<file path="config.mk">
export PLATFORM = sky130hd
export DESIGN_NAME = button_event_flat
export DESIGN_NICKNAME = d
export VERILOG_FILES = /design/src/rtl/button_event_if.sv /design/src/rtl/button_event.sv /design/src/flat_wrapper.sv
export SDC_FILE = /design/constraint.sdc
export NUM_CORES = 1
export LEC_CHECK = 0
export CAP_MARGIN = 20
export CORE_ASPECT_RATIO = 1.75
export CORE_MARGIN = 2
export CORE_UTILIZATION = 50
export DETAILED_ROUTE_END_ITERATION = 7
export PLACE_DENSITY = 0.7
export SLEW_MARGIN = 20
export SYNTH_ARGS = -nofsm -noshare
export SYNTH_HDL_FRONTEND = slang
export SYNTH_SLANG_ARGS = --single-unit
</file>
<file path="constraint.sdc">
create_clock -name clk -period 5.61 [get_ports clk]
set_clock_uncertainty 0.15 [all_clocks]
set_input_delay 1.4025 -clock clk [delete_from_list [all_inputs] [get_ports clk]]
set_output_delay 1.4025 -clock clk [all_outputs]
set_load 0.1 [all_outputs]
</file>
<file path="src/rtl/button_event_if.sv">
// rtl/button_event_if.sv - button level in, single-cycle game events out
//
// Purpose : bundles the debounced button level, the enable and the event
//           outputs of button_event into one interface.
// Signals : btn_level, enable           - driven by the master (debouncer side)
//           press_pulse, release_pulse,
//           click_pulse, long_pulse,
//           repeat_pulse, held          - driven by the slave (button_event)
interface button_event_if;
    logic btn_level;
    logic enable;
    logic press_pulse;
    logic release_pulse;
    logic click_pulse;
    logic long_pulse;
    logic repeat_pulse;
    logic held;

    modport master (
        output btn_level,
        output enable,
        input  press_pulse,
        input  release_pulse,
        input  click_pulse,
        input  long_pulse,
        input  repeat_pulse,
        input  held
    );

    modport slave (
        input  btn_level,
        input  enable,
        output press_pulse,
        output release_pulse,
        output click_pulse,
        output long_pulse,
        output repeat_pulse,
        output held
    );
endinterface

</file>
<file path="src/rtl/button_event.sv">
// rtl/button_event.sv - debounced button level to press/release/click/long/repeat events
//
// Purpose : converts a clean clk-synchronous button level into registered
//           single-cycle events for the game control FSM.
// Ports   : clk   - system clock, rising edge
//           rst_n - asynchronous active-low reset
//           bus   - button_event_if.slave: btn_level/enable in,
//                   press/release/click/long/repeat pulses and held out
module button_event #(
    parameter int unsigned CNT_W         = 16,
    parameter int unsigned LONG_CYCLES   = 50000,
    parameter int unsigned REPEAT_CYCLES = 10000
) (
    input  logic           clk,
    input  logic           rst_n,
    button_event_if.slave  bus
);

    // Terminal counts; LONG_CYCLES may be 2^CNT_W, so the subtraction is
    // done in 32 bits before truncating to the counter width.
    localparam logic [CNT_W-1:0] LONG_LAST   = CNT_W'(LONG_CYCLES - 1);
    localparam bit               REPEAT_EN   = (REPEAT_CYCLES != 0);
    localparam logic [CNT_W-1:0] REPEAT_LAST = REPEAT_EN ? CNT_W'(REPEAT_CYCLES - 1) : '1;

    typedef enum logic [1:0] {
        S_IDLE  = 2'd0,
        S_SHORT = 2'd1,
        S_LONG  = 2'd2
    } state_e;

    state_e           state_q, state_d;
    logic [CNT_W-1:0] cnt_q, cnt_d;
    logic             prev_q;
    logic             press_q, press_d;
    logic             release_q, release_d;
    logic             click_q, click_d;
    logic             long_q, long_d;
    logic             repeat_q, repeat_d;
    logic             held_q, held_d;

    logic rise;
    logic cnt_at_long;
    logic cnt_at_repeat;

    assign rise          = bus.btn_level & ~prev_q;
    assign cnt_at_long   = (cnt_q == LONG_LAST);
    assign cnt_at_repeat = REPEAT_EN && (cnt_q == REPEAT_LAST);

    // State register. prev resets to 1 so a button already held when reset
    // is released has to go low and high again before it counts as a press.
    always_ff @(posedge clk or negedge rst_n) begin
        if (!rst_n) begin
            state_q   <= S_IDLE;
            cnt_q     <= '0;
            prev_q    <= 1'b1;
            press_q   <= 1'b0;
            release_q <= 1'b0;
            click_q   <= 1'b0;
            long_q    <= 1'b0;
            repeat_q  <= 1'b0;
            held_q    <= 1'b0;
        end else begin
            state_q   <= state_d;
            cnt_q     <= cnt_d;
            prev_q    <= bus.btn_level;
            press_q   <= press_d;
            release_q <= release_d;
            click_q   <= click_d;
            long_q    <= long_d;
            repeat_q  <= repeat_d;
            held_q    <= held_d;
        end
    end

    // Next-state and hold counter. Release always wins over a threshold hit
    // in the same cycle.
    always_comb begin
        state_d = state_q;
        cnt_d   = cnt_q;
        if (!bus.enable) begin
            state_d = S_IDLE;
            cnt_d   = '0;
        end else begin
            case (state_q)
                S_IDLE: begin
                    if (rise) begin
                        state_d = S_SHORT;
                        cnt_d   = '0;
                    end
                end
                S_SHORT: begin
                    if (!bus.btn_level) begin
                        state_d = S_IDLE;
                        cnt_d   = '0;
                    end else if (cnt_at_long) begin
                        state_d = S_LONG;
                        cnt_d   = '0;
                    end else begin
                        cnt_d = cnt_q + 1'b1;
                    end
                end
                S_LONG: begin
                    if (!bus.btn_level) begin
                        state_d = S_IDLE;
                        cnt_d   = '0;
                    end else if (cnt_at_repeat) begin
                        cnt_d = '0;
                    end else if (cnt_q != '1) begin
                        // With repeat disabled the counter parks at all-ones
                        // instead of wrapping.
                        cnt_d = cnt_q + 1'b1;
                    end
                end
                default: begin
                    state_d = S_IDLE;
                    cnt_d   = '0;
                end
            endcase
        end
    end

    // Event outputs, registered at the same edge as the state change.
    always_comb begin
        press_d   = 1'b0;
        release_d = 1'b0;
        click_d   = 1'b0;
        long_d    = 1'b0;
        repeat_d  = 1'b0;
        held_d    = (state_d != S_IDLE);
        if (bus.enable) begin
            case (state_q)
                S_IDLE: begin
                    press_d = rise;
                end
                S_SHORT: begin
                    release_d = ~bus.btn_level;
                    click_d   = ~bus.btn_level;
                    long_d    = bus.btn_level & cnt_at_long;
                end
                S_LONG: begin
                    release_d = ~bus.btn_level;
                    repeat_d  = bus.btn_level & cnt_at_repeat;
                end
                default: begin
                    press_d = 1'b0;
                end
            endcase
        end
    end

    assign bus.press_pulse   = press_q;
    assign bus.release_pulse = release_q;
    assign bus.click_pulse   = click_q;
    assign bus.long_pulse    = long_q;
    assign bus.repeat_pulse  = repeat_q;
    assign bus.held          = held_q;

endmodule

</file>
<file path="src/flat_wrapper.sv">
// flat-port wrapper written by rule: the top's interface ports become plain ports
module button_event_flat 
#(
    parameter int unsigned CNT_W         = 16,
    parameter int unsigned LONG_CYCLES   = 50000,
    parameter int unsigned REPEAT_CYCLES = 10000
)
  (clk, rst_n, bus_btn_level, bus_enable, bus_press_pulse, bus_release_pulse, bus_click_pulse, bus_long_pulse, bus_repeat_pulse, bus_held);
  button_event_if bus_i ();
  input  logic clk;
  input  logic rst_n;
  input wire logic [$bits(bus_i.btn_level)-1:0] bus_btn_level;
  input wire logic [$bits(bus_i.enable)-1:0] bus_enable;
  output wire logic [$bits(bus_i.press_pulse)-1:0] bus_press_pulse;
  output wire logic [$bits(bus_i.release_pulse)-1:0] bus_release_pulse;
  output wire logic [$bits(bus_i.click_pulse)-1:0] bus_click_pulse;
  output wire logic [$bits(bus_i.long_pulse)-1:0] bus_long_pulse;
  output wire logic [$bits(bus_i.repeat_pulse)-1:0] bus_repeat_pulse;
  output wire logic [$bits(bus_i.held)-1:0] bus_held;
  assign bus_i.btn_level = bus_btn_level;
  assign bus_i.enable = bus_enable;
  assign bus_press_pulse = bus_i.press_pulse;
  assign bus_release_pulse = bus_i.release_pulse;
  assign bus_click_pulse = bus_i.click_pulse;
  assign bus_long_pulse = bus_i.long_pulse;
  assign bus_repeat_pulse = bus_i.repeat_pulse;
  assign bus_held = bus_i.held;
  button_event #(.CNT_W(CNT_W), .LONG_CYCLES(LONG_CYCLES), .REPEAT_CYCLES(REPEAT_CYCLES)) u_core (.clk(clk), .rst_n(rst_n), .bus(bus_i));
endmodule
</file>
==> results.txt, run 1 <==
----------------------------------------------------
[Cells and area]
  Number of nets in the final layout ... 163
  Register with the most flip-flops ... u_core.cnt_q
  Non-filler instance count after layout ... 180
  Fraction of final layout cells with drive strength greater than 1 ... 0.118
  Area taken by flip-flops and latches ... 627 um^2
  Regs by FF count ... u_core.cnt_q x16, u_core.state_q x2
  Area of the multi-input gates ... 731 um^2
  Post-Route Utilization ... 0.578
  Flip-flop count of the largest register, all copies and words added ... 16
  Diode count ... 0
  Area delta synth->final ... 9.52%
  Final non-filler cell area ... 1560 um^2
  Fill cells ... 240

[Floorplanning]
  Standard cell core area ... 2690 um^2
  Die Span Y ... 74.5 um
  Initial standard-cell utilization of the core ... 0.528
  Die outline width ... 44.3 um
  Die Outline Area ... 3300 um^2
  Count of standard-cell rows ... 25
  I/O pin count ... 10

[STA]
  Final critical delay including setup and external delays ... 3590 ps
  Highest clock frequency the design can meet ... 279 MHz
  Final worst-path setup slack ... 2020 ps
  Total count of hold-check failures in the final report ... 0
  Final-report max-slew violation count ... 0
  Slew Limit Headroom ... 0.354
  Pin slew with the least headroom to its limit ... 965 ps
  Total setup violations reported at the end of the flow ... 0
  Hold Worst Slack ... 394 ps
  Setup TNS ... 0 ps
  Period Utilization, post-route ... 0.640
  Setup repair after global routing missed its margin ... false

[Critical path]
  Launch point of the worst reg-to-reg path ... u_core.cnt_q[0]$_DFFE_PN0P_
  Sort of element at the end of the critical path ... flip-flop
  Reg-to-Reg End ... u_core.cnt_q[11]$_DFFE_PN0P_
  Startpoint type of the worst setup path ... primary input
  CP Data Required Time ... 5630 ps
  Type of the setup path with the least slack ... primary input to flip-flop
  R2r worst-path depth ... 6
  Worst setup slack for register-to-register paths ... 2600 ps
  Max Fanout on Critical Path ... 18
  Critical Path AT ... 3610 ps

[Synthesis]
  Syn_nets ... 153
  Xor and xnor fraction of the mapped netlist area ... 0
  Register bit count reported by yosys ... 25
  Post-synth design cell area ... 1420 um^2
  Syn. warnings ... 0
  Mux cell area share after synthesis ... 0
  Library cells used by synthesis ... 39
  Post-synthesis adder-cell area fraction ... 0.0441
  Post-synthesis area per instance ... 9.86 um^2
  Sequential-to-total area share from yosys stat ... 0.441
  Yosys top cell area share ... 0.423
  Cells after Synth ... 144
  Main combinational cell family by area after synthesis ... simple AND/OR/NAND/NOR gates
  Basic-gate share of the synthesized area counting and, or, nand and nor cells ... 0.275
  Top cells by area, synth ... sky130_fd_sc_hd__dfrtp_1 (42%), sky130_fd_sc_hd__nand3_1 (7.0%), sky130_fd_sc_hd__ha_1 (4.4%)
  Fraction of the mapped netlist area in compound gates ... 0.196
  Library cell with the largest summed area after synthesis ... sky130_fd_sc_hd__dfrtp_1

[Run status]
  Result of the run ... finished clean

[Pwr]
  Worst IR Drop VDD ... 0.000178 V
  Pwr Total ... 0.335 mW
  Lkg Pwr ... 0.658 nW
  Areal power density over the cells ... 215 nW/um^2

[Place]
  Buffers added on ports ... 9
  Post-DP HPWL ... 2.22 mm
  GP Congestion ... 0.842
  Cell count after placement ... 176
  Dpl cell area ... 1510 um^2
  Minimum setup slack after placement ... 1740 ps

[Routing]
  Vias post-DR ... 1,174
  Routed wirelength normalized by instance count ... 16.5 um
  Number of optimization iterations in the first detailed-route pass ... 4
  Number of DRC violations after detailed-routing iteration 0 ... 42
  Remaining routing DRC violations ... 0
  Post-detailed-routing wire length ... 2.97 mm
  Via-to-Cell Ratio ... 6.52
  Remaining antenna violation count ... 0

[Global routing]
  Global Route Usage Sum ... 0.219
  Number of global-route vias before repair ... 1,211
  Total global routing overflow ... 0
  Number of antenna violations at the first check in global routing ... 0
  Maximum number of pins on one net before global-route repair ... 26
  Wire length of the first global-routing pass ... 5.40 mm

[Job]
  Reported max-cap violation count ... 0

[Clock network]
  Worst-skew pair later-pin latency ... 270 ps
  Clock edge transition at the registers on the reported setup and hold paths ... 90 ps
  Count of H-tree levels built during CTS ... 1
  CTS-repair resized insts ... 0
  Hold_buf cts ... 0
  Max Buffers Root-to-Sink ... 2
  Master cell of the clock root buffer ... sky130_fd_sc_hd__clkbuf_8
  Clock tree from TritonCTS ... done
  Clock Sinks ... 25
  Post-CTS repair timing setup buffer count ... 0
  Number of buffers inserted during clock tree synthesis ... 3

[Min path]
  Destination of the worst hold path ... u_core.cnt_q[0]$_DFFE_PN0P_
  Origin of the worst min-delay path ... u_core.cnt_q[0]$_DFFE_PN0P_
  Number of cells on the worst hold path ... 1
  Worst min path class ... flip-flop to flip-flop

----------------------------------------------------
==> cells in the mapped netlist (all sizes together) <==
library cell and number:
o41ai 2, or2 2, or4b 2, o22ai 1
dfstp 1, nand3 20, and3 4, nand2b 3
inv 8, nand4 4, o311ai 6, nor2 8
or3b 1, a221oi 2, a21oi 2, dfrtp 24
and4 1, nor4 3, a22oi 2, buf 4
a22o 4, nor2b 4, o211a 1, nand2 15
a21o 4, or3 1, ha 5, o21ai 6
o211ai 1, or4 2, nand4b 1
==> worst max-delay path, stage by stage <==
cell                              delay (ps)
sky130_fd_sc_hd__clkdlybuf4s50_1         600
sky130_fd_sc_hd__inv_1                   120
sky130_fd_sc_hd__o211a_1                 250
sky130_fd_sc_hd__a21o_1                  380
sky130_fd_sc_hd__nand2b_1                460
sky130_fd_sc_hd__o311ai_1                380
==> area by class of cell <==
class                      instances  share of cell area
timing repair buffer               9              0.0547
clock buffer                       3              0.0265
sequential                        25               0.403
multi-input combinational        107               0.470
clock inverter                     1             0.00483
tap                               27              0.0217
inverter                           8              0.0193
==> power by group <==
group	total (mW)	switching, mW	internal (mW)
Sequential	0.185	0.00182	0.183
Clock	0.109	0.0589	0.0503
Combinational	0.0406	0.0288	0.0118
Total	0.335	0.0895	0.245
==> kinds of logic (layout without fill, tap and decap cells) <==
family	after synthesis	after routing
compound gates	31	31
simple gates	71	71
fa+ha+maj	5	5
flops	25	25
buf+inv	12	21
==> worst max path at each step <==
stage                              from                     endpoint  cells past startpoint
after global routing      bus_btn_level  u_core.cnt_q[8]$_DFFE_PN0P_                      6
after detailed placement  bus_btn_level  u_core.cnt_q[5]$_DFFE_PN0P_                      6
after global placement    bus_btn_level  u_core.cnt_q[8]$_DFFE_PN0P_                      6
after CTS                 bus_btn_level  u_core.cnt_q[5]$_DFFE_PN0P_                      6
final                     bus_btn_level  u_core.cnt_q[5]$_DFFE_PN0P_                      6
after floorplan           bus_btn_level  u_core.cnt_q[9]$_DFFE_PN0P_                      7
==> layout by cell type (no fill, tap or decap), types with 2 or more instances in the layout <==
master and n:
sky130_fd_sc_hd__nand4_1 4, sky130_fd_sc_hd__o21ai_1 3, sky130_fd_sc_hd__and3_1 4, sky130_fd_sc_hd__ha_1 5
sky130_fd_sc_hd__or4b_2 2, sky130_fd_sc_hd__o311ai_1 6, sky130_fd_sc_hd__inv_1 8, sky130_fd_sc_hd__clkbuf_8 3
sky130_fd_sc_hd__nor4_1 3, sky130_fd_sc_hd__a22o_1 4, sky130_fd_sc_hd__clkdlybuf4s50_1 8, sky130_fd_sc_hd__nand2b_1 3
sky130_fd_sc_hd__dfrtp_1 24, sky130_fd_sc_hd__nand3_1 20, sky130_fd_sc_hd__a21o_1 4, sky130_fd_sc_hd__nand2_1 15
sky130_fd_sc_hd__o21ai_0 3, sky130_fd_sc_hd__nor2b_1 3, sky130_fd_sc_hd__nor2_1 8, sky130_fd_sc_hd__a22oi_2 2
==> routing by layer <==
layer / vias to the layer above / routed length (um) / global-route usage
met5: - / 0 / 0
met3: 8 / 73 / 0.0243
met1: 584 / 1170 / 0.251
met4: 0 / 78 / 0.111
li1: 559 / - / -
met2: 23 / 1650 / 0.391
Note: power is estimated with default switching activity, not from simulation.
==> run 2, diff against run 1 <==
Clock period 5.61 ns to 3.8 ns, I/O delays scaled along.
==> run 2 against run 1 <==
Critical path depth shrank 5. Combinational power grew 55%. Die area is the same. Global-route usage shrank 0.92 points. Cell area grew 1.8%. Utilization grew 1.0 points. Total power grew 48%. Via count grew 1.0%. Sequential share of layout area shrank 0.70 points. Critical endpoint is now bus_long_pulse.
==> results.txt, run 2 (synthesis results as in run 1) <==
----------------------------------------------------
[Cells and area]
  Most frequent standard cell in the layout excluding fill and tap cells ... sky130_fd_sc_hd__dfrtp_1
  Regs by FF count ... u_core.cnt_q x16, u_core.state_q x2
  Final non-filler cell area ... 1580 um^2 (+1.8%)
  Number of nets in the final layout ... 166 (+1.8%)
  Post-Route Utilization ... 0.588 (+0.0102)
  Register with the most flip-flops ... u_core.cnt_q
  Diode count ... 0 (unchanged)
  Fraction of final layout cells with drive strength greater than 1 ... 0.128 (+0.0106)
  Area delta synth->final ... 11.5%
  Commonest cells after routing, fill and taps aside ... sky130_fd_sc_hd__dfrtp_1 (24), sky130_fd_sc_hd__nand3_1 (20), sky130_fd_sc_hd__nand2_1 (15), sky130_fd_sc_hd__clkdlybuf4s50_1 (9)
  Non-filler instance count after layout ... 183 (+1.7%)
  Flip-flop count of the largest register, all copies and words added ... 16 (unchanged)

[Global routing]
  Total global routing overflow ... 0 (unchanged)
  Wire length of the first global-routing pass ... 5.12 mm (-5.2%)
  Global Route Usage Sum ... 0.210 (-0.00921)
  Maximum number of pins on one net before global-route repair ... 26 (unchanged)
  Number of global-route vias before repair ... 1,149 (-5.1%)
  Number of antenna violations at the first check in global routing ... 0 (unchanged)

[Place]
  Dpl cell area ... 1530 um^2 (+1.5%)
  Post-DP HPWL ... 2.20 mm (-0.90%)
  Minimum setup slack after placement ... 733 ps (-1010 ps)
  Buffers added on ports ... 9 (unchanged)
  Cell count after placement ... 179 (+1.7%)
  GP Congestion ... 0.874 (+3.7%)

[Pwr]
  Clock share of power ... 0.324 (-0.002)
  Internal power summed over all cells ... 0.364 mW (+49%)
  Net switching power ... 0.132 mW (+48%)
  Pwr Total ... 0.497 mW (+48%)
  Portion of total power attributed to combinational logic ... 0.127 (+0.006)
  Lkg Pwr ... 0.673 nW (+2.3%)
  Worst IR Drop VDD ... 0.000202 V (+13%)
  Areal power density over the cells ... 314 nW/um^2 (+46%)
  Sequential fraction of design power ... 0.549 (-0.003)
  Switching Share ... 0.266 (-0.00130)

[Routing]
  Via-to-Cell Ratio ... 6.48 (-0.63%)
  Vias post-DR ... 1,186 (+1.0%)
  Number of optimization iterations in the first detailed-route pass ... 4 (unchanged)
  Number of DRC violations after detailed-routing iteration 0 ... 35 (-17%)
  Remaining routing DRC violations ... 0 (unchanged)
  Remaining antenna violation count ... 0 (unchanged)
  Post-detailed-routing wire length ... 2.97 mm (about the same)
  Routed wirelength normalized by instance count ... 16.2 um (-1.7%)

[STA]
  Slew Limit Headroom ... 0.356 (+0.00186)
  Final-report max-slew violation count ... 0 (unchanged)
  Pin slew with the least headroom to its limit ... 962 ps (-2.78 ps)
  Hold Worst Slack ... 392 ps (-1.86 ps)
  Highest clock frequency the design can meet ... 353 MHz
  Period Utilization, post-route ... 0.745
  Setup repair after global routing missed its margin ... false
  Total setup violations reported at the end of the flow ... 0 (unchanged)
  Final worst-path setup slack ... 971 ps (-1050 ps)
  Final critical delay including setup and external delays ... 2830 ps
  Total count of hold-check failures in the final report ... 0 (unchanged)
  Setup TNS ... 0 ps (unchanged)

[Floorplanning]
  Die outline width ... 44.3 um (unchanged)
  Count of standard-cell rows ... 25 (unchanged)
  Initial standard-cell utilization of the core ... 0.528 (unchanged)
  Die Span Y ... 74.5 um (unchanged)
  Standard cell core area ... 2690 um^2 (unchanged)
  I/O pin count ... 10 (unchanged)
  Die Outline Area ... 3300 um^2 (unchanged)

[Critical path]
  Biggest cell delay along the critical path ... 1120 ps (+520 ps)
  Delay-heaviest family, CP ... buffers and inverters
  Type of the setup path with the least slack ... flip-flop to output pin
  Number of buffers and inverters on the critical path ... 1 (-1)
  Startpoint type of the worst setup path ... flip-flop
  Critical Path AT ... 1730 ps (-1880 ps)
  Crit-path cells ... clkdlybuf4s50_1
  Sort of element at the end of the critical path ... output pin
  Max Fanout on Critical Path ... 1 (-17)
  Slowest cell on the critical path ... sky130_fd_sc_hd__clkdlybuf4s50_1
  R2r worst-path depth ... 6 (unchanged)
  Crit. path cell count ... 1 (-5)
  CP Data Required Time ... 2700 ps (-2930 ps)

[Clock network]
  Hold_buf cts ... 0 (unchanged)
  Count of H-tree levels built during CTS ... 1 (unchanged)
  CTS-repair resized insts ... 0 (unchanged)
  Number of buffers inserted during clock tree synthesis ... 3 (unchanged)
  Master cell of the clock root buffer ... sky130_fd_sc_hd__clkbuf_8
  Clock Sinks ... 25 (unchanged)
  Post-CTS repair timing setup buffer count ... 0 (unchanged)
  Worst-skew pair later-pin latency ... 270 ps (about the same)
  Max Buffers Root-to-Sink ... 2 (unchanged)
  Clock edge transition at the registers on the reported setup and hold paths ... 90 ps (about the same)
  Clock tree from TritonCTS ... done

[Run status]
  Result of the run ... finished clean

[Min path]
  Worst min path class ... flip-flop to flip-flop
  Number of cells on the worst hold path ... 1 (unchanged)

[Job]
  Reported max-cap violation count ... 0 (unchanged)

----------------------------------------------------
## run 2: cell count changes in the layout (fill, tap and decap cells not counted)
cell | previous run | this run
sky130_fd_sc_hd__buf_2 | 1 | 0
sky130_fd_sc_hd__buf_4 | 0 | 3
sky130_fd_sc_hd__clkdlybuf4s50_1 | 8 | 9
## run 2: power by group through the flow
| stage | logic, mW | clock network [mW] | registers (mW) |
|---|---|---|---|
| 2_1_floorplan | 0.0256 | 0 | 0.294 |
| 3_3_place_gp | 0.0622 | 0 | 0.278 |
| 3_5_place_dp | 0.0632 | 0 | 0.278 |
| 4_1_cts | 0.0636 | 0.165 | 0.273 |
| 5_1_grt | 0.0685 | 0.174 | 0.273 |
| 6_report | 0.0630 | 0.161 | 0.273 |
## run 2: final cells by class
class | count | area, um^2
fill | 236 | 1110
multi-input combinational | 107 | 731
sequential | 25 | 627
timing repair buffer | 12 | 113
clock buffer | 3 | 41.3
tap | 27 | 33.8
inverter | 8 | 30.0
clock inverter | 1 | 7.51
## run 2: final timing paths
| kind | endpoint | slack, ps | startpoint |
|---|---|---|---|
| setup / recovery | bus_long_pulse | 970 | u_core.bus.long_pulse$_DFF_PN0_ |
| max in group asynchronous | u_core.prev_q$_DFF_PN1_ | 2320 | rst_n |
| min in group asynchronous | u_core.cnt_q[12]$_DFFE_PN0P_ | 890 | rst_n |
| hold reg to reg | u_core.cnt_q[0]$_DFFE_PN0P_ | 390 | u_core.cnt_q[0]$_DFFE_PN0P_ |
| setup reg to reg | u_core.cnt_q[4]$_DFFE_PN0P_ | 1120 | u_core.cnt_q[11]$_DFFE_PN0P_ |
| hold / removal | u_core.cnt_q[0]$_DFFE_PN0P_ | 390 | u_core.cnt_q[0]$_DFFE_PN0P_ |
## run 2: routing by layer
metal | global-route usage | part of all wire | vias to the layer above
met1 | 0.236 | 0.40 | 578
met4 | 0.121 | 0.037 | 0
met5 | 0 | 0 | -
li1 | - | - | 563
met2 | 0.373 | 0.53 | 33
met3 | 0.0218 | 0.028 | 12
==> run 3, diff against run 2 <==
Clock period 3.8 ns to 2.8 ns, I/O delays scaled along.
==> run 3 against run 2 <==
Global-route usage up 1.4 points. Non-clock buffer count increased by 2. First-iteration DRC count grew 34%. Critical path type is now flip-flop to flip-flop. Setup slack worse by 720 ps. Largest power group unchanged. Combinational power is 37% higher. Die area unchanged. Critical endpoint is now u_core.cnt_q[11]$_DFFE_PN0P_. Register-to-register slack worse by 870 ps. Critical path depth up 5. Sequential cell count did not move.
==> results.txt, run 3 (synthesis results as in run 1) <==
----------------------------------------------------
[Run status]
  Result of the run ... finished clean

[Critical path]
  Startpoint type of the worst setup path ... flip-flop
  Max Fanout on Critical Path ... 11 (+10)
  Sort of element at the end of the critical path ... flip-flop
  Critical Path Start ... u_core.cnt_q[0]$_DFFE_PN0P_
  Launch point of the worst reg-to-reg path ... u_core.cnt_q[0]$_DFFE_PN0P_
  Capture point of the critical path ... u_core.cnt_q[11]$_DFFE_PN0P_
  Critical Path AT ... 2540 ps (+810 ps)
  Worst setup slack for register-to-register paths ... 250 ps (-870 ps)
  Type of the setup path with the least slack ... flip-flop to flip-flop
  Reg-to-Reg End ... u_core.cnt_q[11]$_DFFE_PN0P_
  R2r worst-path depth ... 6 (unchanged)
  CP Data Required Time ... 2790 ps (+90 ps)

[Cells and area]
  Fill cells ... 236 (unchanged)
  Register with the most flip-flops ... u_core.cnt_q
  Fraction of final layout cells with drive strength greater than 1 ... 0.177 (+0.0490)
  Regs by FF count ... u_core.cnt_q x16, u_core.state_q x2
  Area delta synth->final ... 11.5% (unchanged)
  Commonest cells after routing, fill and taps aside ... sky130_fd_sc_hd__dfrtp_1 (24), sky130_fd_sc_hd__nand3_1 (20), sky130_fd_sc_hd__nand2_1 (15), sky130_fd_sc_hd__buf_4 (11)
  Flip-flop count of the largest register, all copies and words added ... 16 (unchanged)
  Area of the multi-input gates ... 731 um^2 (unchanged)
  Diode count ... 0 (unchanged)
  Most frequent standard cell in the layout excluding fill and tap cells ... sky130_fd_sc_hd__dfrtp_1
  Number of nets in the final layout ... 168 (+1.2%)
  Area taken by flip-flops and latches ... 627 um^2 (unchanged)

[Pwr]
  Clock share of power ... 0.322 (-0.002)
  Pwr Total ... 0.673 mW (+36%)
  Internal power summed over all cells ... 0.494 mW (+36%)
  Net switching power ... 0.179 mW (+35%)
  Worst IR Drop VDD ... 0.000473 V (+130%)
  Lkg Pwr ... 0.695 nW (+3.3%)
  Switching Share ... 0.266 (-0.000613)
  Portion of total power attributed to combinational logic ... 0.128 (about the same)
  Sequential fraction of design power ... 0.550 (about the same)
  Areal power density over the cells ... 425 nW/um^2 (+36%)

[Clock network]
  Number of buffers inserted during clock tree synthesis ... 3 (unchanged)
  Worst-skew pair later-pin latency ... 270 ps (about the same)
  Post-CTS repair timing setup buffer count ... 0 (unchanged)
  Master cell of the clock root buffer ... sky130_fd_sc_hd__clkbuf_8
  Clock tree from TritonCTS ... done
  Clock Sinks ... 25 (unchanged)
  Max Buffers Root-to-Sink ... 2 (unchanged)
  Hold_buf cts ... 0 (unchanged)
  CTS-repair resized insts ... 0 (unchanged)
  Count of H-tree levels built during CTS ... 1 (unchanged)
  Clock edge transition at the registers on the reported setup and hold paths ... 90 ps (about the same)

[Routing]
  Post-detailed-routing wire length ... 3.11 mm (+4.6%)
  Remaining routing DRC violations ... 0 (unchanged)
  Via-to-Cell Ratio ... 6.62 (+2.1%)
  Number of optimization iterations in the first detailed-route pass ... 6 (+2)
  Remaining antenna violation count ... 0 (unchanged)
  Vias post-DR ... 1,224 (+3.2%)
  Routed wirelength normalized by instance count ... 16.8 um (+3.5%)
  Number of DRC violations after detailed-routing iteration 0 ... 47 (+34%)

[Global routing]
  Maximum number of pins on one net before global-route repair ... 26 (unchanged)
  Number of global-route vias before repair ... 1,269 (+10%)
  Number of antenna violations at the first check in global routing ... 0 (unchanged)
  Wire length of the first global-routing pass ... 5.52 mm (+7.8%)
  Total global routing overflow ... 0 (unchanged)
  Global Route Usage Sum ... 0.224 (+0.0137)

[Floorplanning]
  Die Outline Area ... 3300 um^2 (unchanged)
  Standard cell core area ... 2690 um^2 (unchanged)
  Die Span Y ... 74.5 um (unchanged)
  Die outline width ... 44.3 um (unchanged)
  Initial standard-cell utilization of the core ... 0.528 (unchanged)
  Count of standard-cell rows ... 25 (unchanged)
  I/O pin count ... 10 (unchanged)

[STA]
  Highest clock frequency the design can meet ... 392 MHz
  Setup repair after global routing missed its margin ... false
  Final worst-path setup slack ... 250 ps (-721 ps)
  Pin slew with the least headroom to its limit ... 677 ps (-286 ps)
  Final critical delay including setup and external delays ... 2550 ps
  Period Utilization, post-route ... 0.911
  Total count of hold-check failures in the final report ... 0 (unchanged)
  Total setup violations reported at the end of the flow ... 0 (unchanged)
  Final-report max-slew violation count ... 0 (unchanged)
  Hold Worst Slack ... 397 ps (+5.18 ps)
  Setup TNS ... 0 ps (unchanged)
  Slew Limit Headroom ... 0.545 (+0.188)

[Place]
  Minimum setup slack after placement ... 170 ps (-563 ps)
  Post-DP HPWL ... 2.33 mm (+5.8%)
  Buffers added on ports ... 9 (unchanged)
  GP Congestion ... 0.865 (-0.97%)

[Job]
  Reported max-cap violation count ... 0 (unchanged)

[Min path]
  Worst min path class ... flip-flop to flip-flop

----------------------------------------------------
## run 3: power groups by stage
stage,registers [mW],logic (mW),clock network [mW]
6_report,0.370,0.0865,0.217
5_1_grt,0.371,0.0939,0.234
4_1_cts,0.370,0.0874,0.222
3_5_place_dp,0.377,0.0870,0
3_3_place_gp,0.377,0.0851,0
2_1_floorplan,0.400,0.0348,0
## run 3: worst min-delay path by stage
| stage | startpoint | endpoint | slack, ps | cells past startpoint |
|---|---|---|---|---|
| finish | u_core.cnt_q[0]$_DFFE_PN0P_ | u_core.cnt_q[0]$_DFFE_PN0P_ | 400 | 1 |
| global route | u_core.cnt_q[0]$_DFFE_PN0P_ | u_core.cnt_q[0]$_DFFE_PN0P_ | 410 | 1 |
| CTS | u_core.cnt_q[0]$_DFFE_PN0P_ | u_core.cnt_q[0]$_DFFE_PN0P_ | 400 | 1 |
| detailed placement | u_core.cnt_q[0]$_DFFE_PN0P_ | u_core.cnt_q[0]$_DFFE_PN0P_ | 390 | 1 |
| global placement | u_core.cnt_q[0]$_DFFE_PN0P_ | u_core.cnt_q[0]$_DFFE_PN0P_ | 390 | 1 |
| floorplan | rst_n | u_core.bus.click_pulse$_DFF_PN0_ | 250 | 0 |
## run 3: through the flow
step | cells | utilization | instance area [um^2]
3_3_place_gp | 181 | 0.570 | 1530
4_1_cts | 185 | 0.588 | 1580
3_5_place_dp | 181 | 0.570 | 1530
6_report | 185 | 0.588 | 1580
2_1_floorplan | 144 | - | 1420
5_1_grt | 185 | 0.588 | 1580
## run 3: critical path, cell delays in order, from the launching register on
cell and delay [ps]:
sky130_fd_sc_hd__dfrtp_1 420, sky130_fd_sc_hd__ha_1 220, sky130_fd_sc_hd__nand3_1 180, sky130_fd_sc_hd__nor4_1 660, sky130_fd_sc_hd__a21o_1 230, sky130_fd_sc_hd__nand2b_1 400, sky130_fd_sc_hd__o211ai_1 160
## run 3: cell type report
class                           instances  area share
Timing Repair Buffer                   14      0.0711
Tap cell                               27      0.0213
Inverter                                8      0.0190
Clock buffer                            3      0.0261
Sequential cell                        25       0.396
Multi-Input combinational cell        107       0.462
Clock inverter                          1     0.00474
## run 3: per-layer routing
metal,global-route usage,share of wire,vias up
li1,-,-,568
met1,0.248,0.38,612
met2,0.407,0.56,34
met3,0.0316,0.033,10
met4,0.104,0.024,0
met5,0,0,-
